--- config.mk ---
export PLATFORM = sky130hd
export DESIGN_NAME = dvp_frame_tx
export DESIGN_NICKNAME = d
export VERILOG_FILES = /design/src/rtl/dvp_pkg.sv /design/src/rtl/dvp_timing_gen.sv /design/src/rtl/dvp_frame_tx.sv
export SDC_FILE = /design/constraint.sdc
export NUM_CORES = 1
export LEC_CHECK = 0
export CAP_MARGIN = 20
export CORE_MARGIN = 3
export CORE_UTILIZATION = 48
export DETAILED_ROUTE_END_ITERATION = 8
export PLACE_DENSITY = 0.85
export SLEW_MARGIN = 30
export SYNTH_ARGS = -nofsm -noshare
export SYNTH_HDL_FRONTEND = slang
export SYNTH_SLANG_ARGS = --single-unit
export TNS_END_PERCENT = 50
--- constraint.sdc ---
create_clock -name clk -period 2 [get_ports clk]
set_input_delay 0.4 -clock clk [delete_from_list [all_inputs] [get_ports clk]]
set_output_delay 0.4 -clock clk [all_outputs]
set_load 0.005 [all_outputs]
--- src/rtl/dvp_pkg.sv ---
`default_nettype none
// ============================================================================
// Module   : dvp_pkg
// Purpose  : State encoding and RGB565 colour-bar constants for dvp_frame_tx
// Revision : 1.0
// ============================================================================
package dvp_pkg;

    typedef enum logic [2:0] {
        IDLE   = 3'd0,
        VSYNC  = 3'd1,
        VBACK  = 3'd2,
        ACTIVE = 3'd3,
        VFRONT = 3'd4
    } state_t;

    localparam logic [15:0] c_BAR_WHITE   = 16'hFFFF;
    localparam logic [15:0] c_BAR_YELLOW  = 16'hFFE0;
    localparam logic [15:0] c_BAR_CYAN    = 16'h07FF;
    localparam logic [15:0] c_BAR_GREEN   = 16'h07E0;
    localparam logic [15:0] c_BAR_MAGENTA = 16'hF81F;
    localparam logic [15:0] c_BAR_RED     = 16'hF800;
    localparam logic [15:0] c_BAR_BLUE    = 16'h001F;
    localparam logic [15:0] c_BAR_BLACK   = 16'h0000;

    function automatic logic [15:0] bar_color(input logic [2:0] idx);
        logic [15:0] color;
        case (idx)
            3'd0:    color = c_BAR_WHITE;
            3'd1:    color = c_BAR_YELLOW;
            3'd2:    color = c_BAR_CYAN;
            3'd3:    color = c_BAR_GREEN;
            3'd4:    color = c_BAR_MAGENTA;
            3'd5:    color = c_BAR_RED;
            3'd6:    color = c_BAR_BLUE;
            default: color = c_BAR_BLACK;
        endcase
        return color;
    endfunction

endpackage
`default_nettype wire

--- src/rtl/dvp_timing_gen.sv ---
`default_nettype none
// ============================================================================
// Module   : dvp_timing_gen
// Purpose  : pclk divider, line/frame counters and frame state machine
// Revision : 1.0
// ============================================================================
module dvp_timing_gen
    import dvp_pkg::*;
#(
    parameter int H_ACTIVE    = 640,
    parameter int V_ACTIVE    = 480,
    parameter int H_BLANK     = 144,
    parameter int VSYNC_LINES = 3,
    parameter int V_BACK      = 17,
    parameter int V_FRONT     = 10,
    parameter int H_W         = 11,
    parameter int V_W         = 9
) (
    input  logic           clk,
    input  logic           rst_n,
    input  logic           enable,
    output state_t         state,
    output logic [H_W-1:0] h_cnt,
    output logic           launch,
    output logic           start,
    output logic           frame_done,
    output logic           pclk,
    output logic           href,
    output logic           vsync,
    output logic           frame_start
);

    localparam int LINE_LEN = 2 * H_ACTIVE + H_BLANK;
    localparam int V_TOTAL  = VSYNC_LINES + V_BACK + V_ACTIVE + V_FRONT;

    localparam logic [H_W-1:0] c_H_LAST   = H_W'(LINE_LEN - 1);
    localparam logic [H_W-1:0] c_H_ACT    = H_W'(2 * H_ACTIVE);
    localparam logic [V_W-1:0] c_V_LAST   = V_W'(V_TOTAL - 1);
    localparam logic [V_W-1:0] c_V_BACK0  = V_W'(VSYNC_LINES);
    localparam logic [V_W-1:0] c_V_ACT0   = V_W'(VSYNC_LINES + V_BACK);
    localparam logic [V_W-1:0] c_V_FRONT0 = V_W'(VSYNC_LINES + V_BACK + V_ACTIVE);

    state_t         r_state;
    logic [H_W-1:0] r_h_cnt;
    logic [V_W-1:0] r_v_cnt;
    logic           r_pclk_q;
    logic           r_href;
    logic           r_vsync;
    logic           r_frame_start;

    logic           w_launch;
    logic           w_h_last;
    logic           w_v_last;
    logic [V_W-1:0] w_v_nxt;

    // state/h_cnt/v_cnt name the position that the next launch edge will drive
    assign w_launch = r_pclk_q && (r_state != IDLE);
    assign w_h_last = (r_h_cnt == c_H_LAST);
    assign w_v_last = (r_v_cnt == c_V_LAST);
    assign w_v_nxt  = r_v_cnt + V_W'(1);

    always_ff @(posedge clk or negedge rst_n) begin
        if (!rst_n) begin
            r_state       <= IDLE;
            r_h_cnt       <= '0;
            r_v_cnt       <= '0;
            r_pclk_q      <= 1'b0;
            r_href        <= 1'b0;
            r_vsync       <= 1'b0;
            r_frame_start <= 1'b0;
        end else begin
            r_frame_start <= 1'b0;
            if (r_state == IDLE) begin
                r_pclk_q <= 1'b0;
                if (enable) begin
                    r_state  <= VSYNC;
                    r_h_cnt  <= '0;
                    r_v_cnt  <= '0;
                    r_pclk_q <= 1'b1;
                end
            end else begin
                r_pclk_q <= ~r_pclk_q;
                if (r_pclk_q) begin
                    r_vsync       <= (r_state == VSYNC);
                    r_href        <= (r_state == ACTIVE) && (r_h_cnt < c_H_ACT);
                    r_frame_start <= (r_state == VSYNC) && (r_h_cnt == '0) && (r_v_cnt == '0);
                    if (w_h_last) begin
                        r_h_cnt <= '0;
                        if (w_v_last) begin
                            r_v_cnt <= '0;
                            r_state <= enable ? VSYNC : IDLE;
                        end else begin
                            r_v_cnt <= w_v_nxt;
                            if (w_v_nxt == c_V_BACK0)
                                r_state <= VBACK;
                            else if (w_v_nxt == c_V_ACT0)
                                r_state <= ACTIVE;
                            else if (w_v_nxt == c_V_FRONT0)
                                r_state <= VFRONT;
                        end
                    end else begin
                        r_h_cnt <= r_h_cnt + H_W'(1);
                    end
                end
            end
        end
    end

    assign state       = r_state;
    assign h_cnt       = r_h_cnt;
    assign launch      = w_launch;
    assign start       = (r_state == IDLE) && enable;
    assign frame_done  = w_launch && w_h_last && w_v_last;
    assign pclk        = r_pclk_q;
    assign href        = r_href;
    assign vsync       = r_vsync;
    assign frame_start = r_frame_start;

endmodule
`default_nettype wire

--- src/rtl/dvp_frame_tx.sv ---
`default_nettype none
// ============================================================================
// Module   : dvp_frame_tx
// Purpose  : OV7670-style DVP transmitter (RGB565, high byte first).
//            DVP_TX_TEST_PATTERN_EN adds pattern_sel and an 8-bar generator.
// Revision : 1.0
// ============================================================================
module dvp_frame_tx
    import dvp_pkg::*;
#(
    parameter int H_ACTIVE    = 640,
    parameter int V_ACTIVE    = 480,
    parameter int H_BLANK     = 144,
    parameter int VSYNC_LINES = 3,
    parameter int V_BACK      = 17,
    parameter int V_FRONT     = 10
) (
    input  logic        clk,
    input  logic        rst_n,
    input  logic        enable,
`ifdef DVP_TX_TEST_PATTERN_EN
    input  logic        pattern_sel,
`endif
    input  logic [15:0] pix_data,
    input  logic        pix_valid,
    output logic        pix_ready,
    output logic        cmos_pclk,
    output logic        cmos_href,
    output logic        cmos_vsync,
    output logic [7:0]  cmos_db,
    output logic        frame_start,
    output logic        underflow,
    output logic [15:0] frame_cnt
);

    localparam int H_W = $clog2(2 * H_ACTIVE + H_BLANK);
    localparam int V_W = $clog2(VSYNC_LINES + V_BACK + V_ACTIVE + V_FRONT);
    localparam logic [H_W-1:0] c_H_ACT = H_W'(2 * H_ACTIVE);

    state_t         w_state;
    logic [H_W-1:0] w_h_cnt;
    logic           w_launch;
    logic           w_start;
    logic           w_frame_done;
    logic           w_frame_start;
    logic           w_act_byte;
    logic           w_even;
    logic           w_use_pat;
    logic [15:0]    w_pat_pix;

    logic [7:0]     r_db;
    logic [15:0]    r_pix_q;
    logic           r_underflow;
    logic [15:0]    r_frame_cnt;

    dvp_timing_gen #(
        .H_ACTIVE    (H_ACTIVE),
        .V_ACTIVE    (V_ACTIVE),
        .H_BLANK     (H_BLANK),
        .VSYNC_LINES (VSYNC_LINES),
        .V_BACK      (V_BACK),
        .V_FRONT     (V_FRONT),
        .H_W         (H_W),
        .V_W         (V_W)
    ) u_timing (
        .clk         (clk),
        .rst_n       (rst_n),
        .enable      (enable),
        .state       (w_state),
        .h_cnt       (w_h_cnt),
        .launch      (w_launch),
        .start       (w_start),
        .frame_done  (w_frame_done),
        .pclk        (cmos_pclk),
        .href        (cmos_href),
        .vsync       (cmos_vsync),
        .frame_start (w_frame_start)
    );

`ifdef DVP_TX_TEST_PATTERN_EN
    logic       r_pat_mode;
    logic [2:0] w_bar_idx;

    always_ff @(posedge clk or negedge rst_n) begin
        if (!rst_n)
            r_pat_mode <= 1'b0;
        else if (w_frame_start)
            r_pat_mode <= pattern_sel;
    end

    // bar index from pixel column; out-of-range values only occur in blanking
    assign w_bar_idx = 3'((int'(w_h_cnt >> 1) * 8) / H_ACTIVE);
    assign w_use_pat = r_pat_mode;
    assign w_pat_pix = bar_color(w_bar_idx);
`else
    assign w_use_pat = 1'b0;
    assign w_pat_pix = 16'h0000;
`endif

    assign w_act_byte = (w_state == ACTIVE) && (w_h_cnt < c_H_ACT);
    assign w_even     = ~w_h_cnt[0];
    assign pix_ready  = w_launch && w_act_byte && w_even && !w_use_pat;

    always_ff @(posedge clk or negedge rst_n) begin
        if (!rst_n) begin
            r_db        <= 8'h00;
            r_pix_q     <= 16'h0000;
            r_underflow <= 1'b0;
            r_frame_cnt <= 16'h0000;
        end else begin
            if (w_start)
                r_underflow <= 1'b0;
            if (w_frame_done)
                r_frame_cnt <= r_frame_cnt + 16'd1;
            if (w_launch) begin
                if (w_act_byte) begin
                    if (w_even) begin
                        if (w_use_pat) begin
                            r_pix_q <= w_pat_pix;
                            r_db    <= w_pat_pix[15:8];
                        end else if (pix_valid) begin
                            r_pix_q <= pix_data;
                            r_db    <= pix_data[15:8];
                        end else begin
                            // starved: send black, keep line timing intact
                            r_pix_q     <= 16'h0000;
                            r_db        <= 8'h00;
                            r_underflow <= 1'b1;
                        end
                    end else begin
                        r_db <= r_pix_q[7:0];
                    end
                end else begin
                    r_db <= 8'h00;
                end
            end
        end
    end

    assign cmos_db     = r_db;
    assign frame_start = w_frame_start;
    assign underflow   = r_underflow;
    assign frame_cnt   = r_frame_cnt;

endmodule
`default_nettype wire

==> results.rst, run 1 <==
.. list-table::
   :header-rows: 1

   * - Metric
     - Value
   * - Failing checks
     - setup timing
   * - Async S/R FF share, synth
     - 100.0%
   * - Routed vias/inst
     - 5.846
   * - Detailed-router iteration count before antenna repair
     - 6
   * - Width of the die
     - 85.06 um
   * - Full die area
     - 0.007235 mm^2
   * - Final number of setup-violating endpoints
     - 2
   * - Detailed placer's ending HPWL
     - 5.534 mm
   * - Adder and majority cell fraction of the synthesized area
     - 2.919%
   * - Sort of element at the start of the critical path
     - flop
   * - Starting utilization of the core area
     - 50.08%
   * - Max-slew headroom at the worst pin
     - 58.35%
   * - Cell taking the most area after synthesis
     - sky130_fd_sc_hd__dfrtp_1
   * - Leakage power
     - 0.001890 uW
   * - Arrival time of the worst setup path
     - 2330 ps
   * - Final worst-path setup slack
     - -49.98 ps
   * - Net count after synthesis
     - 333
   * - Crit path capture type
     - flop
   * - Kind of critical path
     - flop to flop
   * - Post-placement cell count
     - 448
   * - Wire length of the first global-routing pass
     - 13.18 mm
   * - Share of the yosys chip area belonging to registers
     - 50.04%
   * - Total of flip-flops plus latches after synthesis
     - 60
   * - Wire length per cell after detailed routing
     - 17.15 um
   * - Max-capacitance violation count
     - 0
   * - Initial antenna violation count
     - 0
   * - Cell row count
     - 28
   * - Total wire length
     - 8.025 mm
   * - Vertical die dimension
     - 85.06 um
   * - Synth Area in Compound Gates
     - 13.05%
   * - Endpoints failing hold
     - 0
   * - Post-synthesis simple-gate area fraction
     - 21.52%
   * - Core occupancy in the finished layout
     - 67.77%
   * - Clock buffer depth
     - 2
   * - Worst hold path class
     - input pin to async pin
   * - Clock slew at the register clock pins of the worst setup and hold paths
     - 70 ps
   * - Count of synthesis-stage warnings from yosys
     - 0
   * - Crit share post-route
     - 102.5%
   * - DRC Markers
     - 0
   * - Top cell type's share of synthesized area
     - 50.04%
   * - Int Pwr
     - 1877 uW
   * - Root Driver
     - sky130_fd_sc_hd__clkbuf_8
   * - Multiplexer share of the synthesized area
     - 0.7089%
   * - CTS Buf Count
     - 9
   * - Combinational fraction of design power
     - 3.9%
   * - Mapped Area
     - 0.003000 mm^2
   * - I/O Pins
     - 50
   * - Detailed-route via count
     - 2736
   * - Source-to-sink clock delay at the later pin of the worst-skew pair
     - 340 ps
   * - Sinks on Clock Net
     - 60
   * - Final clock skew
     - 7.888 ps
   * - Number of H-tree levels
     - 3
   * - Number of filler instances in the final layout
     - 437
   * - PwrDens
     - 592.7 mW/mm^2
   * - Violation count after the first detailed-route iteration
     - 301
   * - Setup repair after global routing missed its margin
     - true
   * - Net total in the final layout
     - 415
   * - Routability cong.
     - 0.9323
   * - Crit path time final
     - 2050 ps
   * - Register area
     - 0.001504 mm^2
   * - Area grow syn2layout
     - 35.32%
   * - Fraction of final layout cells with drive strength greater than 1
     - 19.34%
   * - Final number of max-transition violations
     - 0
   * - Worst EP required
     - 2280 ps
   * - CORE AREA
     - 0.005991 mm^2
   * - Number of distinct library cell variants in the gate-level netlist after synthesis
     - 51
   * - Main combinational cell family by area after synthesis
     - simple AND/OR/NAND/NOR gates
   * - Most frequent cell after synthesis
     - sky130_fd_sc_hd__dfrtp_1
   * - Flop pwr share
     - 50.7%
   * - Fraction of synthesized cell area in xor and xnor cells
     - 6.714%
   * - Portion of total power attributed to the clock network
     - 45.3%
   * - Multi-input gate area
     - 0.001408 mm^2
   * - Switching share of power
     - 22.01%
   * - Outcome
     - finished, violations left
   * - Most used standard cells in the synthesized netlist
     - sky130_fd_sc_hd__dfrtp_1, sky130_fd_sc_hd__inv_1, sky130_fd_sc_hd__o21ai_0
   * - TritonCTS clock tree
     - built
   * - Number of enable flip-flop cells after synthesis
     - 0
   * - Number of port buffers
     - 49
   * - Top cells by area in the synthesized netlist
     - sky130_fd_sc_hd__dfrtp_1, sky130_fd_sc_hd__o21ai_0, sky130_fd_sc_hd__xor2_1
   * - N_diodes
     - 0
   * - Cell count after synthesis
     - 306
   * - Slew at the pin closest to its max-slew limit
     - 624.8 ps
   * - Highest Clock Rate
     - 0.4878 GHz
   * - Non-filler cells, final
     - 468
   * - Worst vdd ir
     - 0.0004575 V
   * - Global-route congestion overflow total
     - 0
   * - Switching power
     - 529.7 uW
   * - Pin count of the biggest net entering global routing
     - 26
   * - Commonest register cell after synthesis
     - sky130_fd_sc_hd__dfrtp_1
   * - Max Fanout on Critical Path
     - 5
   * - Syn Area/Cell
     - 9.805 um^2
   * - Number of routed nets with antenna violations
     - 0
   * - Via count of the first global-routing pass
     - 2702
   * - Total Routing Usage GR
     - 23.02%
   * - Count of hold-fix buffers inserted at cts
     - 0
-- what timing repair did --
action | in CTS | in global routing
pin swaps | 5 | 6
gates cloned | 0 | 0
resized for setup | 7 | 16
setup endpoints to repair | 2 | 24
setup buffers | 3 | 1
-- critical path, cell delays in order, from the launching register on --
cell and delay [ps]:
sky130_fd_sc_hd__dfrtp_2 430, sky130_fd_sc_hd__buf_6 140, sky130_fd_sc_hd__or4b_4 590, sky130_fd_sc_hd__nand2_4 90, sky130_fd_sc_hd__nand4_1 180, sky130_fd_sc_hd__or3_4 440
sky130_fd_sc_hd__a21oi_2 110
-- kinds of logic (layout without fill, tap and decap cells) --
group | count (synthesis) | after routing
compound gates | 57 | 57
mux | 2 | 2
flops | 60 | 60
xor+xnor | 23 | 23
fa+ha+maj | 7 | 7
buf+inv | 39 | 126
simple gates | 118 | 118
-- layout by cell type (no fill, tap or decap), drive strengths merged, types with 3 or more instances in the layout --
cell,n
dfrtp,60
clkdlybuf4s50,47
buf,34
inv,28
o21ai,27
nand2,26
nor2,22
nand4,18
nand3,15
xor2,13
clkbuf,12
xnor2,10
and3,9
a222oi,8
ha,7
or3,7
a21oi,6
and2,5
o31ai,4
nor3,4
nand3b,3
clkinv,3
-- power groups by stage --
stage	registers [uW]	clock network, uW	logic (uW)
floorplan	1240	0	10.3
global placement	1240	0	90.1
detailed placement	1240	0	91.1
CTS	1220	1100	94.6
global route	1220	1160	104
finish	1220	1090	94.5
-- metal layers --
layer / wire, um / GRT usage [%]
met1: 3251 / 30.30
met2: 4037 / 36.72
met3: 498 / 3.786
met4: 238 / 11.65
met5: 0 / 0
-- final timing paths --
check,startpoint,end,slack (ps),cells after the start
worst max register to register,u_timing.state[2],u_timing.h_cnt[9],-50,6
min in group clk,frame_cnt[15],frame_cnt[15],460,1
worst min-delay path,rst_n,frame_cnt[13],60,1
worst max-delay path,u_timing.state[2],u_timing.h_cnt[9],-50,6
max in group asynchronous,rst_n,r_pix_q[7],1270,2
worst min register to register,frame_cnt[15],frame_cnt[15],460,1
-- registers in the layout, indices dropped and copies added (netlist names) --
signal                flops
frame_cnt                16
u_timing.h_cnt           11
u_timing.r_v_cnt          9
cmos_db                   8
r_pix_q                   8
u_timing.state            3
u_timing.frame_start      1
u_timing.href             1
u_timing.pclk             1
u_timing.vsync            1
underflow                 1
-- area by class of cell --
class                           instances  share of cell area (%)
Sequential cell                        60                   37.04
Multi-Input combinational cell        207                   34.67
Timing Repair Buffer                   82                   18.61
Clock buffer                           12                   3.575
Inverter                               28                   2.589
Tap cell                               75                   2.311
Clock inverter                          4                   1.202
-- per-stage QoR --
| stage | setup TNS (ps) | hold slack (ps) | area, um^2 | power [uW] | worst slack (ps) |
|---|---|---|---|---|---|
| floorplan | 0 | 104.4 | 3000 | 1254 | 56.48 |
| global placement | -2464 | 442.7 | 3769 | 1334 | -222.7 |
| detailed placement | -3394 | 441.6 | 3769 | 1335 | -310.9 |
| CTS | -16.89 | 73.21 | 3995 | 2417 | -10.04 |
| global route | -584.5 | 107.0 | 4060 | 2482 | -126.1 |
| finish | -74.94 | 63.14 | 4060 | 2406 | -49.98 |
Note: power is estimated with default switching activity, not from simulation.
==> run 2, diff against run 1 <==
CORE_UTILIZATION = 53   (was 48)
PLACE_DENSITY = 0.89   (was 0.85)
clock period = 1.9 ns   (was 2 ns; I/O delays follow)
==> results.rst, run 2 (synthesized netlist as in run 1, its figures left out) <==
.. list-table::
   :header-rows: 1

   * - Metric
     - Value
   * - Via count of the first global-routing pass
     - 2978 (was 2702)
   * - Final clock skew
     - 11.50 ps (was 7.888 ps)
   * - Flop pwr share
     - 50.0% (was 50.7%)
   * - Sinks on Clock Net
     - 60 (unchanged)
   * - Non-filler cells, final
     - 481 (was 468)
   * - Max FFs per register
     - 16 (unchanged)
   * - Highest Clock Rate
     - 0.4767 GHz (was 0.4878 GHz)
   * - Detailed-router iteration count before antenna repair
     - 6 (unchanged)
   * - Slowest stage cell on the critical path
     - sky130_fd_sc_hd__dfrtp_1 (was sky130_fd_sc_hd__or4b_4)
   * - Arrival time of the worst setup path
     - 2370 ps (was 2330 ps)
   * - Initial antenna violation count
     - 0 (unchanged)
   * - Top Family by Delay on Critical Path
     - simple AND/OR/NAND/NOR gates (unchanged)
   * - Cell chain of the critical path
     - buf_6 -> nand4_1 -> nor3_4 -> and3_4 -> and4_4 -> nand4_1 -> xnor2_1 (was buf_6 -> or4b_4 -> nand2_4 -> nand4_1 -> or3_4 -> a21oi_2)
   * - Final worst-path setup slack
     - -197.8 ps (was -49.98 ps)
   * - Detailed-route via count
     - 3255 (was 2736)
   * - Combinational fraction of design power
     - 4.1% (was 3.9%)
   * - Max Fanout on Critical Path
     - 5 (unchanged)
   * - PwrDens
     - 590.4 mW/mm^2 (was 592.7 mW/mm^2)
   * - Vertical die dimension
     - 81.24 um (was 85.06 um)
   * - Hold slack final
     - 24.94 ps (was 63.14 ps)
   * - N_diodes
     - 0 (unchanged)
   * - Max-slew headroom at the worst pin
     - 57.94% (was 58.35%)
   * - Setup repair after global routing missed its margin
     - true (unchanged)
   * - Wire length of the first global-routing pass
     - 14.74 mm (was 13.18 mm)
   * - Switching share of power
     - 22.39% (was 22.01%)
   * - Width of the die
     - 81.24 um (was 85.06 um)
   * - Detailed placer's ending HPWL
     - 5.712 mm (was 5.534 mm)
   * - Crit path time final
     - 2098 ps (was 2050 ps)
   * - Wire length per cell after detailed routing
     - 23.25 um (was 17.15 um)
   * - DRC Markers
     - 0 (unchanged)
   * - Commonest non-fill, non-tap cell in the layout
     - sky130_fd_sc_hd__dfrtp_1 (unchanged)
   * - Portion of total power attributed to the clock network
     - 45.9% (was 45.3%)
   * - Critical Path Max Stage Delay
     - 410 ps (was 590 ps)
   * - CTS Buf Count
     - 9 (unchanged)
   * - Worst hold path class
     - input pin to async pin (unchanged)
   * - Routed vias/inst
     - 6.767 (was 5.846)
   * - Number of buffer and inverter instances along the worst setup path
     - 1 (unchanged)
   * - Number of port buffers
     - 49 (unchanged)
   * - Switching power
     - 576.1 uW (was 529.7 uW)
   * - Global-route congestion overflow total
     - 0 (unchanged)
   * - Worst vdd ir
     - 0.0003828 V (was 0.0004575 V)
   * - Kind of critical path
     - flop to flop (unchanged)
   * - Outcome
     - finished, violations left (unchanged)
   * - Number of routed nets with antenna violations
     - 0 (unchanged)
   * - I/O Pins
     - 50 (unchanged)
   * - Post-placement cell count
     - 453 (was 448)
   * - Source-to-sink clock delay at the later pin of the worst-skew pair
     - 370 ps (was 340 ps)
   * - Area grow syn2layout
     - 45.29% (was 35.32%)
   * - Net total in the final layout
     - 435 (was 415)
   * - Clock buffer depth
     - 2 (unchanged)
   * - Max-capacitance violation count
     - 0 (unchanged)
   * - Total Routing Usage GR
     - 29.92% (was 23.02%)
   * - Int Pwr
     - 1997 uW (was 1877 uW)
   * - Count of hold-fix buffers inserted at cts
     - 0 (unchanged)
   * - Routability cong.
     - 0.8966 (was 0.9323)
   * - Cell row count
     - 26 (was 28)
   * - Worst EP required
     - 2170 ps (was 2280 ps)
   * - Full die area
     - 0.006600 mm^2 (was 0.007235 mm^2)
   * - Final number of max-transition violations
     - 0 (unchanged)
   * - Sort of element at the start of the critical path
     - flop (unchanged)
   * - Total wire length
     - 11.18 mm (was 8.025 mm)
   * - TritonCTS clock tree
     - built (unchanged)
   * - Crit share post-route
     - 110.4% (was 102.5%)
   * - Failing checks
     - setup timing (unchanged)
   * - Endpoints failing hold
     - 0 (unchanged)
   * - Clock slew at the register clock pins of the worst setup and hold paths
     - 70 ps (about the same)
   * - Final total power
     - 2573 uW (was 2406 uW)
   * - Top cell by count, worst path
     - sky130_fd_sc_hd__nand4_1
   * - Pin count of the biggest net entering global routing
     - 24 (was 26)
   * - Starting utilization of the core area
     - 56.58% (was 50.08%)
   * - Number of H-tree levels
     - 3 (unchanged)
   * - Slew at the pin closest to its max-slew limit
     - 630.8 ps (was 624.8 ps)
   * - Fraction of final layout cells with drive strength greater than 1
     - 27.98% (was 19.34%)
   * - Most used cells in the layout excluding fill and tap cells
     - sky130_fd_sc_hd__dfrtp_1, sky130_fd_sc_hd__clkdlybuf4s50_1, sky130_fd_sc_hd__buf_4, sky130_fd_sc_hd__inv_1, sky130_fd_sc_hd__nand2_1 (unchanged)
   * - CORE AREA
     - 0.005303 mm^2 (was 0.005991 mm^2)
   * - Violation count after the first detailed-route iteration
     - 422 (was 301)
   * - Root Driver
     - sky130_fd_sc_hd__clkbuf_8 (unchanged)
   * - Crit path capture type
     - flop (unchanged)
   * - Leakage power
     - 0.002043 uW (was 0.001890 uW)
   * - Final number of setup-violating endpoints
     - 26 (was 2)
## run 2: cell types whose count changed in the layout (fill, tap and decap cells not counted), moves of 3 or more
cell	change
sky130_fd_sc_hd__dfrtp_1	-3
sky130_fd_sc_hd__o21ai_2	+6
sky130_fd_sc_hd__dfrtp_2	+3
sky130_fd_sc_hd__o31ai_4	+3
sky130_fd_sc_hd__o21ai_0	-11
sky130_fd_sc_hd__o21ai_1	+4
sky130_fd_sc_hd__nor3_2	-3
sky130_fd_sc_hd__buf_4	+17
## run 2: cell type report
cell class / instances / area [um^2]
inverter: 28 / 105.1
clock inverter: 2 / 35.03
tap: 70 / 87.58
multi-input combinational: 207 / 1543
fill: 232 / 943.4
timing repair buffer: 102 / 925.9
sequential: 60 / 1508
clock buffer: 12 / 155.1
## run 2: worst paths after layout
path | from | end | slack (ps) | cells past startpoint
max | u_timing.h_cnt[8] | frame_cnt[10] | -200 | 7
max in group asynchronous | rst_n | r_pix_q[4] | 1320 | 2
min in group clk | frame_cnt[15] | frame_cnt[15] | 510 | 1
min reg2reg | frame_cnt[15] | frame_cnt[15] | 510 | 1
min | rst_n | frame_cnt[6] | 20 | 1
max reg2reg | u_timing.h_cnt[8] | frame_cnt[10] | -200 | 7
## run 2: metrics by stage
step | setup slack, ps | area (um^2) | util [%] | TNS [ps]
after global placement | -292.6 | 3856 | 72.72 | -3730
after detailed placement | -336.0 | 3856 | 72.72 | -4494
after global routing | -223.8 | 4359 | 82.21 | -3271
after floorplan | -1.007 | 3007 | - | -1.007
final | -197.8 | 4359 | 82.21 | -1620
after CTS | -85.22 | 4150 | 78.27 | -206.2
## run 2: what timing repair did
| item | in CTS | in global routing |
|---|---|---|
| endpoints found under the setup margin | 16 | 38 |
| gates resized for setup | 20 | 47 |
| pin swaps | 14 | 20 |
| buffers inserted | 8 | 7 |
## run 2: power by group through the flow
stage          Clock, uW  Combinational [uW]  Sequential [uW]
2_1_floorplan          0                10.8             1310
3_3_place_gp           0                96.6             1310
3_5_place_dp           0                98.8             1310
4_1_cts             1150                 101             1290
5_1_grt             1220                 111             1290
6_report            1180                 105             1290
## run 2: layer usage
metal / part of all wire, % / GRT usage (%)
met5: 0 / 0
met2: 48 / 51.89
met3: 9.7 / 7.761
met4: 8.7 / 12.84
met1: 34 / 34.89
